### src/rtl/uart_cmd_sequencer.sv
// Sends A, B, OP bytes to a UART transmitter with fixed inter-byte spacing, then waits for the result byte.
// Define SEQ_TIMEOUT_EN to build the result-wait timeout (otherwise o_timeout is tied low).
module uart_cmd_sequencer #(
  parameter int unsigned NB_BITS        = 8,
  parameter int unsigned GAP_CYCLES     = 26080,
  parameter int unsigned TIMEOUT_CYCLES = 65535
) (
  input  logic               clk,
  input  logic               reset,
  input  logic               i_start,
  input  logic [NB_BITS-1:0] i_A,
  input  logic [NB_BITS-1:0] i_B,
  input  logic [NB_BITS-1:0] i_OP,
  input  logic [NB_BITS-1:0] i_result,
  input  logic               i_result_valid,
  output logic               o_tx_start,
  output logic [NB_BITS-1:0] o_data,
  output logic               o_busy,
  output logic [NB_BITS-1:0] o_result,
  output logic               o_result_valid,
  output logic               o_timeout
);

  typedef enum logic [2:0] {IDLE, SEND, GAP, WAIT_RES, DONE} state_e;

  localparam int unsigned    GAP_W    = (GAP_CYCLES > 1) ? $clog2(GAP_CYCLES) : 1;
  localparam logic [GAP_W-1:0] GAP_LAST = GAP_W'(GAP_CYCLES - 1);

  state_e               state_q, state_d;
  logic [1:0]           idx_q, idx_d;
  logic [GAP_W-1:0]     gap_cnt_q, gap_cnt_d;
  logic [NB_BITS-1:0]   snap_a_q, snap_a_d;
  logic [NB_BITS-1:0]   snap_b_q, snap_b_d;
  logic [NB_BITS-1:0]   snap_op_q, snap_op_d;
  logic [NB_BITS-1:0]   data_q, data_d;
  logic [NB_BITS-1:0]   result_q, result_d;
  logic [NB_BITS-1:0]   send_byte;

`ifdef SEQ_TIMEOUT_EN
  localparam int unsigned    TMO_W    = (TIMEOUT_CYCLES > 1) ? $clog2(TIMEOUT_CYCLES) : 1;
  localparam logic [TMO_W-1:0] TMO_LAST = TMO_W'(TIMEOUT_CYCLES - 1);
  logic [TMO_W-1:0] tmo_cnt_q, tmo_cnt_d;
  logic             timeout_q, timeout_d;
  assign o_timeout = timeout_q;
`else
  assign o_timeout = 1'b0;
`endif

  always_comb begin
    case (idx_q)
      2'd0:    send_byte = snap_a_q;
      2'd1:    send_byte = snap_b_q;
      default: send_byte = snap_op_q;
    endcase
  end

  // o_data shows the selected byte during SEND and the registered copy afterwards, so it holds between launches.
  assign o_tx_start     = (state_q == SEND);
  assign o_data         = o_tx_start ? send_byte : data_q;
  assign o_busy         = (state_q != IDLE);
  assign o_result       = result_q;
  assign o_result_valid = (state_q == DONE);

  always_comb begin
    state_d   = state_q;
    idx_d     = idx_q;
    gap_cnt_d = gap_cnt_q;
    snap_a_d  = snap_a_q;
    snap_b_d  = snap_b_q;
    snap_op_d = snap_op_q;
    data_d    = data_q;
    result_d  = result_q;
`ifdef SEQ_TIMEOUT_EN
    tmo_cnt_d = tmo_cnt_q;
    timeout_d = 1'b0;
`endif
    case (state_q)
      IDLE: begin
        if (i_start) begin
          snap_a_d  = i_A;
          snap_b_d  = i_B;
          snap_op_d = i_OP;
          idx_d     = '0;
          state_d   = SEND;
        end
      end
      SEND: begin
        data_d    = send_byte;
        gap_cnt_d = '0;
        state_d   = GAP;
      end
      GAP: begin
        if (gap_cnt_q == GAP_LAST) begin
          if (idx_q < 2'd2) begin
            idx_d   = idx_q + 2'd1;
            state_d = SEND;
          end else begin
`ifdef SEQ_TIMEOUT_EN
            tmo_cnt_d = '0;
`endif
            state_d = WAIT_RES;
          end
        end else begin
          gap_cnt_d = gap_cnt_q + 1'b1;
        end
      end
      WAIT_RES: begin
        // A result arriving on the expiry cycle wins over the timeout.
        if (i_result_valid) begin
          result_d = i_result;
          state_d  = DONE;
        end
`ifdef SEQ_TIMEOUT_EN
        else if (tmo_cnt_q == TMO_LAST) begin
          timeout_d = 1'b1;
          state_d   = IDLE;
        end else begin
          tmo_cnt_d = tmo_cnt_q + 1'b1;
        end
`endif
      end
      DONE:    state_d = IDLE;
      default: state_d = IDLE;
    endcase
  end

  always_ff @(posedge clk or negedge reset) begin
    if (!reset) begin
      state_q   <= IDLE;
      idx_q     <= '0;
      gap_cnt_q <= '0;
      snap_a_q  <= '0;
      snap_b_q  <= '0;
      snap_op_q <= '0;
      data_q    <= '0;
      result_q  <= '0;
`ifdef SEQ_TIMEOUT_EN
      tmo_cnt_q <= '0;
      timeout_q <= 1'b0;
`endif
    end else begin
      state_q   <= state_d;
      idx_q     <= idx_d;
      gap_cnt_q <= gap_cnt_d;
      snap_a_q  <= snap_a_d;
      snap_b_q  <= snap_b_d;
      snap_op_q <= snap_op_d;
      data_q    <= data_d;
      result_q  <= result_d;
`ifdef SEQ_TIMEOUT_EN
      tmo_cnt_q <= tmo_cnt_d;
      timeout_q <= timeout_d;
`endif
    end
  end

endmodule
### config.mk
export PLATFORM = sky130hd
export DESIGN_NAME = uart_cmd_sequencer
export DESIGN_NICKNAME = d
export VERILOG_FILES = /design/src/rtl/uart_cmd_sequencer.sv
export SDC_FILE = /design/constraint.sdc
export NUM_CORES = 1
export LEC_CHECK = 0
export CORE_MARGIN = 3
export CORE_UTILIZATION = 51
export CTS_BUF_LIST = sky130_fd_sc_hd__clkbuf_16
export CTS_CLUSTER_SIZE = 20
export DETAILED_ROUTE_END_ITERATION = 16
export PLACE_DENSITY = 0.79
export SLEW_MARGIN = 10
export SYNTH_ARGS = -nofsm -noshare
export SYNTH_HDL_FRONTEND = slang
export SYNTH_SLANG_ARGS = --single-unit
export TNS_END_PERCENT = 5
### constraint.sdc
create_clock -name clk -period 2 [get_ports clk]
set_input_delay 0.4 -clock clk [delete_from_list [all_inputs] [get_ports clk]]
set_output_delay 0.4 -clock clk [all_outputs]
set_load 0.005 [all_outputs]
# [After elaboration in Yosys (flattened, before gate mapping)]
# Cells that the tools add are included.
# Widths: inputs -> output; s select.
[word_totals] reg_bits=60 latch_bits=0 ram_bits=0 rom_bits=0 in_bits=36 output_inout_bits=20 wordCells=45 memories=0
[classes] n_addsub=2 mul=0 n_div=0 order_cmp=1 n_eq_ne=11 shifts=0 n_mux=13 bitwise_logic=0 n_reduce_logical=10
[op_table] op="$pmux 15 s2" n=1
[op_table] op="$pmux 8 s2" n=1
[op_table] op="$add 15x1->15 const B" n=1
[op_table] op="$eq 15x15->1 const B" n=1
[op_table] op="$mux 15" n=1
[op_table] op="$pmux 3 s4" n=1
[op_table] op="$ne 2x2->1 const B" n=5
[op_table] op="$mux 3" n=3
[op_table] op="$mux 2" n=4
[op_table] op="$mux 8" n=1
[op_table] op="$eq 3x2->1 const B" n=2
[op_table] op="$reduce_and 2->1" n=3
[op_table] op="$pmux 2 s2" n=1
[op_table] op="$reduce_and 4->1" n=1
[op_table] op="$reduce_bool 2->1" n=2
[op_table] op="$eq 3x1->1 const B" n=1
[op_table] op="$eq 3x3->1 const B" n=1
[op_table] op="$logic_not 3->1" n=1
[op_table] op="$reduce_and 3->1" n=1
[op_table] op="$reduce_bool 3->1" n=1
[op_table] op="$add 2x1->2 const B" n=1
[op_table] op="$eq 2x1->1 const B" n=1
[op_table] op="$logic_not 2->1" n=1
[op_table] op="$lt 2x2->1 const B" n=1

# [Longest topological paths before layout]
[logic_depth] word_depth=4 depth_mapped=7 mapped_depth_nobuf=6

# [Worst setup path after synthesis]
# No wires, ideal clock.
[synth_timing] kind="register to output" start="register state_q[1]" end="output port o_data[0]" t_arrival_ns=1.466 t_required_ns=1.600 path_slack_ns=0.134 stages_incl_launch_ff=8 n_path_buf=3 path_cell_list="dfrtp_1 buf_6 inv_1 nand3_1 inv_1 clkbuf_1 clkbuf_1 a31oi_1"
[synth_via] elab_chain_cells=2
[synth_lines] element="start, declared" line_no="29" text="state_e state_q, state_d;"
[synth_lines] element="start signal, assigned" line_no="142" text="state_q <= state_d;"
[synth_lines] element="$eq 3x1->1" line_no="58" text="assign o_tx_start = (state_q == SEND);"
[synth_lines] element="named net o_tx_start" line_no="16" text="output logic o_tx_start,"
[synth_lines] element="$mux 8"
[synth_lines] element="end, declared" line_no="17" text="output logic [NB_BITS-1:0] o_data,"
# The timed path passes the listed nets, and every way through them passes these cells.

# [Worst setup path after layout]
[layout_timing] start="register idx_q[0]" end="output port o_data[3]"
[layout_via] elab_chain_cells=3 elab_cells_between_ends=4 cone_classes="1 x eq/ne; 2 x mux; 1 x reduce/logical"
[layout_lines] element="start, declared" line_no="30" text="logic [1:0] idx_q, idx_d;"
[layout_lines] element="start signal, assigned" line_no="143" text="idx_q <= idx_d;"
[layout_lines] element="$eq 2x1->1 or $logic_not 2->1 (tied branches)" line_no="50" text="case (idx_q)"
[layout_lines] element="$pmux 8 s2 *" line_no="50"
[layout_lines] element="$mux 8 *"
# Mark *: on every way between the ends. The rest lies on a longest branch, timed or not.

==> results by group <==
Worst setup path
  – Path depth of the worst reg2reg path: 11
  – Crit Path Category: reg2out
  – Worst flop-to-flop path startpoint: idx_q[0]$_DFFE_PN0P_
  – CP Capture Type: output port
  – Startpoint types: flop
  – Worst Path Arrival: 1.72 ns
  – Max Fanout on Critical Path: 8
  – WP data required: 1.60 ns
  – Reg2Reg Capture Point: data_q[4]$_DFF_PN0_
  – Flop2flop setup slack: 0.03 ns

Global routing
  – Initial antenna violation count: 0
  – Remaining Overflow, GRT: 0
  – Global-route wire length before repair: 11.5 mm
  – Gr usage total: 0.239
  – Largest net degree at the start of global routing: 37
  – Vias in the first global route: 2355

Drt
  – Antenna-violating nets left: 0
  – Via-per-instance ratio: 5.67
  – 1st-iter DRT viols: 168
  – Via count: 2275
  – Pre-antenna DRT Iters: 4
  – Residual DRC count: 0
  – Final WL: 7.45 mm
  – Routed wire per std cell: 18.6 um

Clock tree
  – CTS Hold Bufs: 0
  – Clock Tree Buf Depth: 2
  – Clock Tree Root: clkbuf_16
  – Worst-path clk slew: 0.05 ns
  – Htree depth: 3
  – CTS tree: yes
  – Clock sinks: 60
  – Cts bufs inserted: 9
  – Worst-Skew Late Latency: 0.32 ns

Power
  – Seq pwr share: 0.323
  – PD cells: 1570 nW/um^2
  – Switching power share of the total: 0.337
  – Leakage: 0.00176 uW
  – Overall Power: 6250 uW
  – Clock share of power: 0.235
  – Sw Pwr: 2110 uW
  – VDD IR max: 1050 uV
  – Combinational share of power: 0.442
  – Int Power: 4150 uW

Yosys
  – Syn Nets: 277
  – Synth Flop Type: dfrtp_1
  – Main combinational cell family by area after synthesis: multiplexers
  – Netlist cell types: 42
  – Multiplexer share of the synthesized area: 0.154
  – Commonest cells post-synth: dfrtp_1 (60), mux2_2 (32), nand2_1 (23)
  – Area contributors post-synth: dfrtp_1 (55%), mux2_2 (13%), nand2_1 (3.2%), mux2i_1 (2.2%), a22oi_1 (2.2%)
  – XOR/XNOR Fraction of Synth Area: 0.00320
  – Post-synth top area cell: dfrtp_1
  – Synth Area in Adders: 0.0137
  – Post-synth EDFFs: 0
  – Synth Register Bits: 60
  – Async set-reset flop share out of synthesis: 1.00
  – Most frequent cell after synthesis: dfrtp_1
  – Mapped cell area: 2730 sq um
  – Synth Area in Compound Gates: 0.102
  – Mean Syn Cell Area: 11.5 sq um
  – Seq/Total Area, Yosys: 0.549
  – Simple-Gate Fraction of Synth Area: 0.139
  – Mapped Cells: 238
  – Yosys warning count: 0
  – Post-synth top area share: 0.549

STA
  – Setup slack after layout: -0.117 ns
  – F_max: 472 MHz
  – TNS Setup: -0.298 ns
  – Final setup skew: 0.00271 ns
  – Final hold violation count: 0
  – Max Slew Vio Count: 0
  – Final min period: 2.12 ns
  – RSZ-0062 raised after global routing: true
  – Final period util: 1.06
  – # setup viols final: 8

Placed design
  – Post-placement cell area: 3470 sq um
  – Placed Cells: 370
  – DP HPWL: 4.39 mm
  – Port buffer count: 54
  – Gpl congestion: 0.851

Final layout
  – N_diodes: 0
  – Layout area overhead: 45.7%
  – Layout Cell Area excl Fill: 3980 sq um
  – Final non-filler cell total: 401
  – Nets: 365
  – Fraction of layout cells with a size suffix above 1: 0.366

Floorplanning
  – Die Wd: 79.2 um
  – Num ports: 56
  – DIE AREA: 6280 sq um
  – Num rows: 26
  – Initial core utilization: 0.532
  – DIE HEIGHT: 79.2 um
  – Core region area: 5140 sq um

Run
  – Max cap viols: 0

Status
  – Status: complete, but fails checks
  – Failing checks: negative setup slack

Worst hold path
  – HP Class: in2async
-- metal layers --
| layer | global-route usage | vias up | wire length (um) |
|---|---|---|---|
| met2 | 0.416 | 66 | 3970 |
| li1 | - | 1034 | - |
| met1 | 0.291 | 1153 | 2970 |
| met3 | 0.0465 | 22 | 254 |
| met4 | 0.0928 | 0 | 256 |
| met5 | 0 | - | 0 |
-- stage by stage --
| step | hold WS, ns | utilization | setup WS, ns |
|---|---|---|---|
| 6_report | 0.00851 | 0.775 | -0.117 |
| 4_1_cts | 0.0190 | 0.755 | -0.0542 |
| 5_1_grt | 0.0374 | 0.775 | -0.165 |
| 3_5_place_dp | 0.356 | 0.675 | -0.250 |
| 2_1_floorplan | 0.104 | - | 0.134 |
| 3_3_place_gp | 0.352 | 0.675 | -0.210 |
-- cell usage in the layout, fill, tap and decap left out, types with 3 or more instances in the layout --
cell / n
buf_4: 30
nand4_1: 3
a31oi_2: 6
o31ai_1: 4
a21oi_1: 4
and3_1: 5
mux2_2: 32
o21ai_0: 7
nand3_1: 5
inv_2: 3
nor3_1: 5
clkdlybuf4s50_1: 43
clkbuf_16: 9
o211ai_1: 4
mux2i_1: 6
a22oi_2: 6
buf_2: 9
nand2_1: 22
inv_1: 7
dfrtp_1: 60
nor2_1: 14
-- repair_timing --
action | 4_1_cts | 5_1_grt
setup endpoints to repair | 10 | 12
gates resized for setup | 50 | 17
pin swaps | 10 | 3
setup buffers | 12 | 4
-- worst max path at each step --
| stage | from | endpoint | depth (start not counted) |
|---|---|---|---|
| 3_3_place_gp | idx_q[0]$_DFFE_PN0P_ | o_data[3] | 6 |
| 5_1_grt | idx_q[0]$_DFFE_PN0P_ | o_data[3] | 7 |
| 3_5_place_dp | idx_q[0]$_DFFE_PN0P_ | o_data[3] | 6 |
| 6_report | idx_q[0]$_DFFE_PN0P_ | o_data[3] | 6 |
| 4_1_cts | state_q[1]$_DFFE_PN0P_ | o_tx_start | 5 |
| 2_1_floorplan | state_q[1]$_DFFE_PN0P_ | o_data[0] | 7 |
-- area by class of cell --
| type | instances | area [sq um] |
|---|---|---|
| Sequential cell | 60 | 1500 |
| Inverter | 9 | 33.8 |
| Fill cell | 318 | 1160 |
| Multi-Input combinational cell | 156 | 1260 |
| Tap cell | 70 | 87.6 |
| Clock buffer | 9 | 225 |
| Timing Repair Buffer | 90 | 818 |
| Clock inverter | 7 | 58.8 |
-- power groups by stage --
stage / clock network [uW] / registers, uW / logic [uW]
5_1_grt: 1540 / 2060 / 2960
3_3_place_gp: 0 / 1940 / 2130
3_5_place_dp: 0 / 1970 / 2200
2_1_floorplan: 0 / 1900 / 1200
4_1_cts: 1480 / 1980 / 2470
6_report: 1470 / 2020 / 2760
-- cells by family (layout without fill, tap and decap cells) --
| group | after synthesis | in the layout |
|---|---|---|
| compound gates | 41 | 41 |
| fa+ha+maj | 3 | 3 |
| mux | 38 | 38 |
| xor+xnor | 1 | 1 |
| buf+inv | 22 | 115 |
| other cells | 1 | 1 |
| flops | 60 | 60 |
| simple gates | 72 | 72 |
-- flip-flops by register name, summed over array words and instances (netlist names) --
name       flops
gap_cnt_q     15
data_q         8
o_result       8
snap_a_q       8
snap_b_q       8
snap_op_q      8
state_q        3
idx_q          2
-- critical path, stage by stage, from the launching register on --
cell,delay [ns]
dfrtp_1,0.43
inv_2,0.08
ha_4,0.19
buf_8,0.14
a22oi_2,0.25
a31oi_4,0.15
buf_2,0.15
Note: power is estimated with default switching activity, not from simulation.
